### config.mk
export PLATFORM = sky130hd
export DESIGN_NAME = periph_mailbox_slave_flat
export DESIGN_NICKNAME = d
export VERILOG_FILES = /design/src/rtl/periph_mailbox_slave_if.sv /design/src/rtl/periph_mailbox_slave.sv /design/src/flat_wrapper.sv
export SDC_FILE = /design/constraint.sdc
export NUM_CORES = 1
export LEC_CHECK = 0
export CAP_MARGIN = 20
export CELL_PAD_IN_SITES_DETAIL_PLACEMENT = 2
export CELL_PAD_IN_SITES_GLOBAL_PLACEMENT = 2
export CORE_ASPECT_RATIO = 0.6
export CORE_MARGIN = 2
export CORE_UTILIZATION = 25
export DETAILED_ROUTE_END_ITERATION = 6
export GPL_TIMING_DRIVEN = 0
export PLACE_DENSITY_LB_ADDON = 0.08
export REMOVE_ABC_BUFFERS = 1
export SKIP_LAST_GASP = 1
export SLEW_MARGIN = 15
export SYNTH_ARGS = -nofsm -noshare
export SYNTH_HDL_FRONTEND = slang
export SYNTH_SLANG_ARGS = --single-unit
### constraint.sdc
create_clock -name i_Clk -period 6.1 [get_ports i_Clk]
set_clock_uncertainty 0.2 [all_clocks]
set_input_delay 1.22 -clock i_Clk [delete_from_list [all_inputs] [get_ports i_Clk]]
set_output_delay 1.22 -clock i_Clk [all_outputs]
set_load 0.02 [all_outputs]
### src/rtl/periph_mailbox_slave_if.sv
// Bus and streaming signals for one mailbox slave slot.
// The slave modport is the peripheral side; master is the interconnect/core side.
interface periph_mailbox_slave_if #(
  parameter int DATA_WIDTH = 32,
  parameter int ADDR_WIDTH = 32
);
  logic                  i_WEnable;
  logic [ADDR_WIDTH-1:0] i_WAddr;
  logic [DATA_WIDTH-1:0] i_WData;
  logic                  i_REnable;
  logic [ADDR_WIDTH-1:0] i_RAddr;
  logic [DATA_WIDTH-1:0] o_RData;
  logic [DATA_WIDTH-1:0] o_TxData;
  logic                  o_TxValid;
  logic                  i_TxReady;
  logic [DATA_WIDTH-1:0] i_RxData;
  logic                  i_RxValid;
  logic                  o_RxReady;
  logic                  o_Irq;

  modport slave (
    input  i_WEnable, i_WAddr, i_WData, i_REnable, i_RAddr,
    input  i_TxReady, i_RxData, i_RxValid,
    output o_RData, o_TxData, o_TxValid, o_RxReady, o_Irq
  );

  modport master (
    output i_WEnable, i_WAddr, i_WData, i_REnable, i_RAddr,
    output i_TxReady, i_RxData, i_RxValid,
    input  o_RData, o_TxData, o_TxValid, o_RxReady, o_Irq
  );
endinterface

### src/rtl/periph_mailbox_slave.sv
// Mailbox slave: CTRL/STATUS/DATA/SCRATCH/THRESH registers in front of a
// CPU-fed TX FIFO and a hardware-fed RX FIFO, with a threshold interrupt.
module periph_mailbox_slave #(
  parameter int DATA_WIDTH  = 32,
  parameter int ADDR_WIDTH  = 32,
  parameter int OFFSET_BITS = 3,
  parameter int FIFO_DEPTH  = 8
) (
  input logic i_Clk,
  input logic i_Rst,
  periph_mailbox_slave_if.slave bus
);
  localparam int PW = $clog2(FIFO_DEPTH);
  localparam int CW = PW + 1;
  typedef logic [OFFSET_BITS-1:0] off_t;
  localparam off_t OFF_CTRL    = off_t'(0);
  localparam off_t OFF_STATUS  = off_t'(1);
  localparam off_t OFF_DATA    = off_t'(2);
  localparam off_t OFF_SCRATCH = off_t'(3);
  localparam off_t OFF_THRESH  = off_t'(4);

  off_t woff, roff;
  logic wr_ctrl, wr_status, wr_data, wr_scratch, wr_thresh, rd_data, flush;
  logic ctrl_en, ctrl_irq_en, tx_ovf, rx_udf, irq;
  logic [DATA_WIDTH-1:0] scratch, rdata, rd_val;
  logic [7:0] thresh;

  logic [DATA_WIDTH-1:0] tx_mem [FIFO_DEPTH];
  logic [DATA_WIDTH-1:0] rx_mem [FIFO_DEPTH];
  logic [PW-1:0] tx_wp, tx_rp, rx_wp, rx_rp;
  logic [CW-1:0] tx_count, rx_count;
  logic tx_empty, tx_full, rx_empty, rx_full;
  logic tx_push, tx_pop, rx_push, rx_pop, rx_ready;
  logic unused_addr;

  assign unused_addr = ^{bus.i_WAddr[ADDR_WIDTH-1:OFFSET_BITS],
                         bus.i_RAddr[ADDR_WIDTH-1:OFFSET_BITS]};

  assign woff       = bus.i_WAddr[OFFSET_BITS-1:0];
  assign roff       = bus.i_RAddr[OFFSET_BITS-1:0];
  assign wr_ctrl    = bus.i_WEnable && (woff == OFF_CTRL);
  assign wr_status  = bus.i_WEnable && (woff == OFF_STATUS);
  assign wr_data    = bus.i_WEnable && (woff == OFF_DATA);
  assign wr_scratch = bus.i_WEnable && (woff == OFF_SCRATCH);
  assign wr_thresh  = bus.i_WEnable && (woff == OFF_THRESH);
  assign rd_data    = bus.i_REnable && (roff == OFF_DATA);
  assign flush      = wr_ctrl && bus.i_WData[1];

  assign tx_empty = (tx_count == '0);
  assign tx_full  = (tx_count == CW'(FIFO_DEPTH));
  assign rx_empty = (rx_count == '0);
  assign rx_full  = (rx_count == CW'(FIFO_DEPTH));

  // A full TX FIFO still takes a push when the head leaves in the same cycle.
  assign tx_pop   = ctrl_en && !tx_empty && bus.i_TxReady;
  assign tx_push  = wr_data && (!tx_full || tx_pop);
  assign rx_ready = ctrl_en && !rx_full;
  assign rx_push  = bus.i_RxValid && rx_ready;
  assign rx_pop   = rd_data && !rx_empty;

  assign bus.o_TxValid = ctrl_en && !tx_empty;
  assign bus.o_TxData  = tx_empty ? '0 : tx_mem[tx_rp];
  assign bus.o_RxReady = rx_ready;
  assign bus.o_RData   = rdata;
  assign bus.o_Irq     = irq;

  always_ff @(posedge i_Clk) begin
    if (i_Rst || flush) begin
      tx_wp <= '0; tx_rp <= '0; tx_count <= '0;
      rx_wp <= '0; rx_rp <= '0; rx_count <= '0;
    end else begin
      if (tx_push) tx_wp <= tx_wp + PW'(1);
      if (tx_pop)  tx_rp <= tx_rp + PW'(1);
      if (rx_push) rx_wp <= rx_wp + PW'(1);
      if (rx_pop)  rx_rp <= rx_rp + PW'(1);
      tx_count <= tx_count + CW'(tx_push) - CW'(tx_pop);
      rx_count <= rx_count + CW'(rx_push) - CW'(rx_pop);
    end
  end

  always_ff @(posedge i_Clk) begin
    if (tx_push) tx_mem[tx_wp] <= bus.i_WData;
    if (rx_push) rx_mem[rx_wp] <= bus.i_RxData;
  end

  always_ff @(posedge i_Clk) begin
    if (i_Rst) begin
      ctrl_en <= 1'b0; ctrl_irq_en <= 1'b0;
      scratch <= '0;   thresh <= '0;
      tx_ovf  <= 1'b0; rx_udf <= 1'b0;
    end else begin
      if (wr_ctrl) begin
        ctrl_en     <= bus.i_WData[0];
        ctrl_irq_en <= bus.i_WData[2];
      end
      if (wr_scratch) scratch <= bus.i_WData;
      if (wr_thresh)  thresh  <= bus.i_WData[7:0];
      // A new overflow/underflow event wins over a simultaneous W1C.
      if (wr_data && tx_full && !tx_pop)     tx_ovf <= 1'b1;
      else if (wr_status && bus.i_WData[4]) tx_ovf <= 1'b0;
      if (rd_data && rx_empty)               rx_udf <= 1'b1;
      else if (wr_status && bus.i_WData[5]) rx_udf <= 1'b0;
    end
  end

  always_comb begin
    rd_val = '0;
    case (roff)
      OFF_CTRL:    rd_val = DATA_WIDTH'({ctrl_irq_en, 1'b0, ctrl_en});
      OFF_STATUS:  rd_val = DATA_WIDTH'({8'd0, 8'(rx_count), 8'(tx_count), 2'b00,
                                         rx_udf, tx_ovf, rx_full, rx_empty,
                                         tx_full, tx_empty});
      OFF_DATA:    rd_val = rx_empty ? '0 : rx_mem[rx_rp];
      OFF_SCRATCH: rd_val = scratch;
      OFF_THRESH:  rd_val = DATA_WIDTH'(thresh);
      default:     rd_val = '0;
    endcase
  end

  // Output register stage: read data and interrupt level.
  always_ff @(posedge i_Clk) begin
    if (i_Rst) begin
      rdata <= '0;
      irq   <= 1'b0;
    end else begin
      if (bus.i_REnable) rdata <= rd_val;
      irq <= ctrl_irq_en && (rx_count != '0) && (8'(rx_count) >= thresh);
    end
  end
endmodule

### src/flat_wrapper.sv
// flat-port wrapper written by rule: the top's interface ports become plain ports
module periph_mailbox_slave_flat 
#(
  parameter int DATA_WIDTH  = 32,
  parameter int ADDR_WIDTH  = 32,
  parameter int OFFSET_BITS = 3,
  parameter int FIFO_DEPTH  = 8
)
  (i_Clk, i_Rst, bus_i_WEnable, bus_i_WAddr, bus_i_WData, bus_i_REnable, bus_i_RAddr, bus_i_TxReady, bus_i_RxData, bus_i_RxValid, bus_o_RData, bus_o_TxData, bus_o_TxValid, bus_o_RxReady, bus_o_Irq);
  periph_mailbox_slave_if #(.DATA_WIDTH(DATA_WIDTH), .ADDR_WIDTH(ADDR_WIDTH)) bus_i ();
  input logic i_Clk;
  input logic i_Rst;
  input wire logic [$bits(bus_i.i_WEnable)-1:0] bus_i_WEnable;
  input wire logic [$bits(bus_i.i_WAddr)-1:0] bus_i_WAddr;
  input wire logic [$bits(bus_i.i_WData)-1:0] bus_i_WData;
  input wire logic [$bits(bus_i.i_REnable)-1:0] bus_i_REnable;
  input wire logic [$bits(bus_i.i_RAddr)-1:0] bus_i_RAddr;
  input wire logic [$bits(bus_i.i_TxReady)-1:0] bus_i_TxReady;
  input wire logic [$bits(bus_i.i_RxData)-1:0] bus_i_RxData;
  input wire logic [$bits(bus_i.i_RxValid)-1:0] bus_i_RxValid;
  output wire logic [$bits(bus_i.o_RData)-1:0] bus_o_RData;
  output wire logic [$bits(bus_i.o_TxData)-1:0] bus_o_TxData;
  output wire logic [$bits(bus_i.o_TxValid)-1:0] bus_o_TxValid;
  output wire logic [$bits(bus_i.o_RxReady)-1:0] bus_o_RxReady;
  output wire logic [$bits(bus_i.o_Irq)-1:0] bus_o_Irq;
  assign bus_i.i_WEnable = bus_i_WEnable;
  assign bus_i.i_WAddr = bus_i_WAddr;
  assign bus_i.i_WData = bus_i_WData;
  assign bus_i.i_REnable = bus_i_REnable;
  assign bus_i.i_RAddr = bus_i_RAddr;
  assign bus_i.i_TxReady = bus_i_TxReady;
  assign bus_i.i_RxData = bus_i_RxData;
  assign bus_i.i_RxValid = bus_i_RxValid;
  assign bus_o_RData = bus_i.o_RData;
  assign bus_o_TxData = bus_i.o_TxData;
  assign bus_o_TxValid = bus_i.o_TxValid;
  assign bus_o_RxReady = bus_i.o_RxReady;
  assign bus_o_Irq = bus_i.o_Irq;
  periph_mailbox_slave #(.DATA_WIDTH(DATA_WIDTH), .ADDR_WIDTH(ADDR_WIDTH), .OFFSET_BITS(OFFSET_BITS), .FIFO_DEPTH(FIFO_DEPTH)) u_core (.i_Clk(i_Clk), .i_Rst(i_Rst), .bus(bus_i));
endmodule
==> impl_metrics.json, run 1 <==
{
  "status": "completed",
  "layout_commonest_cell": "edfxtp_1",
  "pre_cts_slack_ns": 1.487,
  "total_routing_usage_gr_pct": 14.63,
  "post_layout_nonfiller_instances": 2920,
  "die_area_um2": 98830,
  "cts_hold_repair.buffers": 0,
  "r2r_slack_ns": 2.69,
  "synth_warnings": 0,
  "startpoint_type": "register",
  "post_synth_num_cell_types": 62,
  "r2r_cells": 10,
  "grt.overflow.total": 0,
  "layout-drive-gt1-share_pct": 17.77,
  "place_hpwl_um": 49150,
  "cts_made_buffers": 67,
  "detail-route-antenna-nets": 0,
  "cp_max_fo": 32,
  "detail_route.iter0.violations": 644,
  "max-vdd-ir-drop_mv": 0.1971,
  "drc_errors": 0,
  "grt_first_pass_wirelength_um": 104600,
  "critical-path-top-cell-by-count": "buf_16",
  "area_growth_syn_to_layout_pct": 24.39,
  "synth_async_sr_flop_share_pct": 0,
  "num_rows": 88,
  "crit_path_end": "bus_o_TxData[18]",
  "hold_fails_final_rpt": 0,
  "postCtsSetupRepairBufs": 0,
  "main_combinational_cell_family_by_area_after_synthesis": "multiplexers",
  "tritoncts_clock_tree": "built",
  "worst_hold_margin_ns": 0.2677,
  "main_synth_ff_type": "edfxtp_1",
  "post-synth-top-area-fraction_pct": 63.90,
  "timing.setup.tns_ns": 0,
  "post_synth_fa_ha_maj_area_fraction_pct": 1.154,
  "max_buffers_root_to_sink": 3,
  "routedWlPerCell_um": 24.58,
  "period_share_pct": 73.60,
  "synth_compound_area_share_pct": 4.394,
  "setup_viol": 0,
  "synth_mux_area_share_pct": 14.10,
  "worst_path_max_stage_delay_ns": 0.58,
  "layout_min_cycle_time_ns": 4.490,
  "post_cts.resized_instances": 0,
  "cts.sinks": 615,
  "utilization_pct": 31.24,
  "p_leak_nw": 9.162,
  "antenna_found_initial": 7,
  "core_area_um2": 95790,
  "gp_congestion": 0.6927,
  "worst-path-buf-inv": 3,
  "fp.dieW_um": 404.5,
  "synth-seq-cells": 615,
  "synth_enable_flop_cells": 512,
  "crit_path_cell_trace": "buf_16, buf_16, mux4_2, mux2i_1, nor2_1, clkdlybuf4s50_1",
  "max-slew-margin-rel_pct": 28.19,
  "route.final.wire_length_um": 71760,
  "synth_sequential_area_ratio_pct": 72.47,
  "num_antenna_cells": 0,
  "cts_htree_levels": 3,
  "worst_skew_pair.late_latency_ns": 0.62,
  "path_depth": 6,
  "commonest_cells_after_routing_fill_and_taps_aside": "edfxtp_1 (512), clkdlybuf4s50_1 (139), mux2i_1 (126)",
  "crit_required_ns": 4.68,
  "synth_largest_area_cell": "edfxtp_1",
  "clk_pin_slew_worst_paths_ns": 0.06,
  "syn_avg_cell_area_um2": 17.08,
  "synth_top_cells_by_area": "edfxtp_1 (64%), dfxtp_1 (8.6%), mux4_2 (8.2%)",
  "die_height_um": 244.3,
  "drv.max_cap_violation_count": 0,
  "timing.critical_path.slowest_stage_cell": "clkdlybuf4s50_1",
  "dr.pass1.iters": 4,
  "r2r_start": "u_core.rx_count[2]",
  "finalNetCount": 1767,
  "critical_path.endpoint_type": "primary output",
  "postSynthCellCount": 1409,
  "hold_path_startpoint": "u_core.scratch[2]",
  "ios": 201,
  "nFillCells": 9689,
  "place.port_buffers": 142,
  "unrepaired_setup_endpoints_after_global_routing": "no",
  "synth_area_um2": 24060,
  "synth_simple_gate_area_share_pct": 5.444,
  "hold_path.class": "register to register",
  "initial_utilization_pct": 25.12,
  "setup.worst_path.class": "register to primary output",
  "vias_cell": 4.485,
  "tightest_slew_ns": 1.075,
  "worst_ep_arrival_time_ns": 3.07,
  "cts-root-buf": "clkbuf_16",
  "synth_xor_xnor_area_share_pct": 0.3640,
  "cellPowerDensity_nw_per_um2": 301.0,
  "setup_ws_ns": 1.610,
  "worstReg2RegEnd": "u_core.rx_mem[1][22]",
  "dp_cells": 2803,
  "vias": 13100,
  "top_family_by_delay_on_critical_path": "buffers and inverters",
  "first_global_vias": 14380,
  "report.final.slew_viol_count": 0,
  "grt_max_degree": 44,
  "maxClockFrequency_ghz": 0.2227
}
## area by class of cell
cell class	count	area [um2]	share of cell area [%]
clock inverter	29	306.5	1.024
clock buffer	88	1838	6.141
multi-input combinational	700	6236	20.84
inverter	16	60.06	0.2007
sequential	615	17460	58.33
timing repair buffer	212	2456	8.206
tap	1260	1577	5.267
## through the flow
step | total power, mW | instance area [um2]
3_5_place_dp | 5.013 | 27790
2_1_floorplan | 4.777 | 23620
5_1_grt | 9.338 | 29930
3_3_place_gp | 5.000 | 26620
6_report | 9.008 | 29930
4_1_cts | 9.182 | 29930
## worst min-delay path: stages (launching register included)
cell and delay, ns:
dfxtp_1 0.31, nand2_1 0.05, a21oi_1 0.06
## sequential cells by signal, indices dropped and copies added (netlist names), named ones only
signal              cells
u_core.tx_rp            3
u_core.bus.o_Irq        1
u_core.thresh           8
u_core.rx_udf           1
u_core.scratch         32
u_core.rx_count         4
u_core.rx_rp            3
u_core.bus.o_RData     32
u_core.rx_mem         256
u_core.rx_wp            3
u_core.ctrl_en          1
u_core.tx_wp            3
u_core.tx_mem         256
u_core.tx_count         4
u_core.tx_ovf           1
u_core.ctrl_irq_en      1
## how the worst min path moves through the flow
stage / slack, ns / depth (start not counted) / to
finish: 0.27 / 2 / u_core.scratch[2]
global route: 0.29 / 2 / u_core.scratch[21]
CTS: 0.27 / 2 / u_core.scratch[6]
detailed placement: 0.25 / 2 / u_core.scratch[21]
global placement: 0.24 / 2 / u_core.scratch[6]
floorplan: 0.23 / 2 / u_core.scratch[4]
## cells by family (layout without fill, tap and decap cells)
logic type,Yosys count,after routing
multiplexers,222,222
buffers and inverters,94,345
adder cells (fa/ha/maj),21,21
flip-flops,615,615
AO/OA/AOI/OAI,171,171
AND/OR/NAND/NOR,276,276
XOR/XNOR,10,10
## layer usage
metal / track usage, % / part of all wire (%)
met5: 0 / 0.088
met4: 3.764 / 1.9
met3: 2.707 / 2.7
met2: 23.18 / 46
met1: 20.60 / 49
## synthesized netlist by cell type, drive strengths merged, types with 3 or more instances
cell type,instances
a21boi,3
a21o,3
a21oi,65
a22oi,41
a32oi,4
and2,6
buf,52
clkbuf,26
dfxtp,103
edfxtp,512
ha,19
inv,16
mux2,4
mux2i,126
mux4,92
nand2,101
nand2b,9
nand3,3
nand4,7
nor2,90
nor2b,24
nor3,9
nor3b,8
o21ai,26
o22ai,18
or3b,3
xnor2,6
xor2,4
## where the power goes
| group | leakage, nW | internal, mW | switching (mW) |
|---|---|---|---|
| sequential | 5.44 | 4.56 | 0.0136 |
| combinational | 2.68 | 0.126 | 0.211 |
| clock | 1.04 | 2.38 | 1.72 |
| total | 9.16 | 7.06 | 1.94 |
Note: power is estimated with default switching activity, not from simulation.
==> inputs of run 2 (changes only) <==
==> constraint.sdc (replaced) <==
create_clock -name i_Clk -period 4 [get_ports i_Clk]
set_clock_uncertainty 0.2 [all_clocks]
set_input_delay 0.8 -clock i_Clk [delete_from_list [all_inputs] [get_ports i_Clk]]
set_output_delay 0.8 -clock i_Clk [all_outputs]
set_load 0.02 [all_outputs]
==> impl_metrics.json, run 2 (same netlist as run 1, synthesis figures left out) <==
{
  "vias_cell": 4.491,
  "fp.dieW_um": 404.5,
  "drc_errors": 0,
  "max-vdd-ir-drop_mv": 0.3014,
  "grt.overflow.total": 0,
  "layout_min_cycle_time_ns": 3.820,
  "post_layout_nonfiller_instances": 2924,
  "cts_made_buffers": 67,
  "cp_max_fo": 43,
  "antenna_found_initial": 7,
  "p_int_mw": 10.77,
  "dr.pass1.iters": 4,
  "hold_fails_final_rpt": 0,
  "cts.sinks": 615,
  "power.total_mw": 13.74,
  "timing.setup.tns_ns": 0,
  "cts_htree_levels": 3,
  "dp_cells": 2803,
  "clk_pin_slew_worst_paths_ns": 0.06,
  "initial_utilization_pct": 25.12,
  "layout_commonest_cell": "edfxtp_1",
  "r2r_cells": 10,
  "detail-route-antenna-nets": 0,
  "die_area_um2": 98830,
  "pwr-share-comb_pct": 3.7,
  "r2r_start": "u_core.rx_count[2]",
  "hold_path.class": "register to register",
  "tritoncts_clock_tree": "built",
  "worstReg2RegEnd": "u_core.rx_mem[1][22]",
  "worst_ep_arrival_time_ns": 2.82,
  "placed_area_um2": 27790,
  "hold_path_startpoint": "u_core.scratch[2]",
  "finalNetCount": 1771,
  "setup.worst_path.class": "register to primary output",
  "maxClockFrequency_ghz": 0.2618,
  "max-slew-margin-rel_pct": 28.18,
  "core_area_um2": 95790,
  "status": "completed",
  "gp_congestion": 0.6927,
  "num_antenna_cells": 0,
  "crit_required_ns": 3.00,
  "switching_power_mw": 2.967,
  "hold_depth": 2,
  "layout-drive-gt1-share_pct": 17.97,
  "place_hpwl_um": 49150,
  "share_seq_of_total_power_pct": 50.8,
  "startpoint_type": "register",
  "cts_hold_repair.buffers": 0,
  "worst_hold_path.endpoint": "u_core.scratch[2]",
  "vias": 13130,
  "top_regs": "u_core.rx_mem (256), u_core.tx_mem (256)",
  "grt_max_degree": 44,
  "power.share.switching_pct": 21.60,
  "finish.instance_area_um2": 30020,
  "route.final.wire_length_um": 72250,
  "worst_skew_pair.late_latency_ns": 0.62,
  "setup_viol": 0,
  "p_leak_nw": 9.260,
  "r2r_slack_ns": 0.59,
  "routedWlPerCell_um": 24.71,
  "unrepaired_setup_endpoints_after_global_routing": "no",
  "max_buffers_root_to_sink": 3,
  "area_growth_syn_to_layout_pct": 24.74,
  "drv.max_cap_violation_count": 0,
  "die_height_um": 244.3,
  "cellPowerDensity_nw_per_um2": 457.7,
  "ios": 201,
  "period_share_pct": 95.49,
  "first_global_vias": 14410,
  "commonest_cells_after_routing_fill_and_taps_aside": "edfxtp_1 (512), clkdlybuf4s50_1 (135), mux2i_1 (126)",
  "total_routing_usage_gr_pct": 14.76,
  "power.clock.fraction_pct": 45.5,
  "report.final.slew_viol_count": 0,
  "cts-root-buf": "clkbuf_16",
  "grt_first_pass_wirelength_um": 105200,
  "place.port_buffers": 142,
  "detail_route.iter0.violations": 656,
  "num_rows": 88,
  "tightest_slew_ns": 1.075,
  "critical_path.endpoint_type": "primary output"
}
run 2: cell count changes in the layout (fill, tap and decap cells not counted), sizes merged:
| cell | change |
|---|---|
| clkdlybuf4s50 | -4 |
| dlygate4sd2 | +1 |
| buf | +3 |
| dlymetal6s2s | +3 |
| bufbuf | +1 |
run 2: critical path, cell delays in order (launching register included):
cell	delay (ns)
dfxtp_4	0.61
buf_16	0.30
mux4_2	0.25
mux2i_1	0.07
nor2_1	0.24
clkdlybuf4s50_1	0.66
run 2: worst max path at each step:
stage	startpoint	end	slack [ns]
floorplan	register	bus_o_TxData[0]	-0.64
global placement	bus_i_WAddr[0]	u_core.tx_mem[4][29]	-4.75
detailed placement	bus_i_WAddr[0]	u_core.tx_mem[6][31]	-0.19
CTS	register	bus_o_TxData[16]	0.01
global route	register	bus_o_TxData[15]	0.03
finish	register	bus_o_TxData[18]	0.18
run 2: what timing repair did:
action | in CTS | in global routing
resized for setup | 2 | 4
setup endpoints to repair | 19 | 4
buffers inserted | 2 | 0
cloned | 2 | 0
run 2: power groups by stage:
stage          combinational (mW)  clock [mW]  sequential [mW]
2_1_floorplan               0.165           0             7.12
3_5_place_dp                0.530           0             7.11
3_3_place_gp                0.499           0             7.13
6_report                    0.513        6.25             6.98
4_1_cts                     0.533        6.50             6.98
5_1_grt                     0.562        6.70             6.97
run 2: per-layer routing:
layer  track usage [%]  share of wire (%)  routed length, um
met5                 0              0.087                 63
met4             3.896                2.0               1439
met3             2.707                2.8               2057
met2             23.38                 46              33300
met1             20.75                 49              35390
run 2: cell type report:
cell class / count / area, um2
clock buffers: 88 / 1838
clock inverters: 29 / 306.5
fillers: 9686 / 65780
inverters: 16 / 60.06
multi-input cells: 700 / 6240
flip-flops and latches: 615 / 17460
well taps: 1260 / 1577
repair buffers: 216 / 2537
run 2: through the flow:
step	hold slack (ns)	setup WS, ns	utilization (%)
floorplan	0.2300	-0.6386	-
global placement	0.2434	-4.746	27.79
detailed placement	0.2533	-0.1934	29.01
CTS	0.2654	0.01131	31.33
global route	0.2865	0.03472	31.33
finish	0.2664	0.1805	31.33
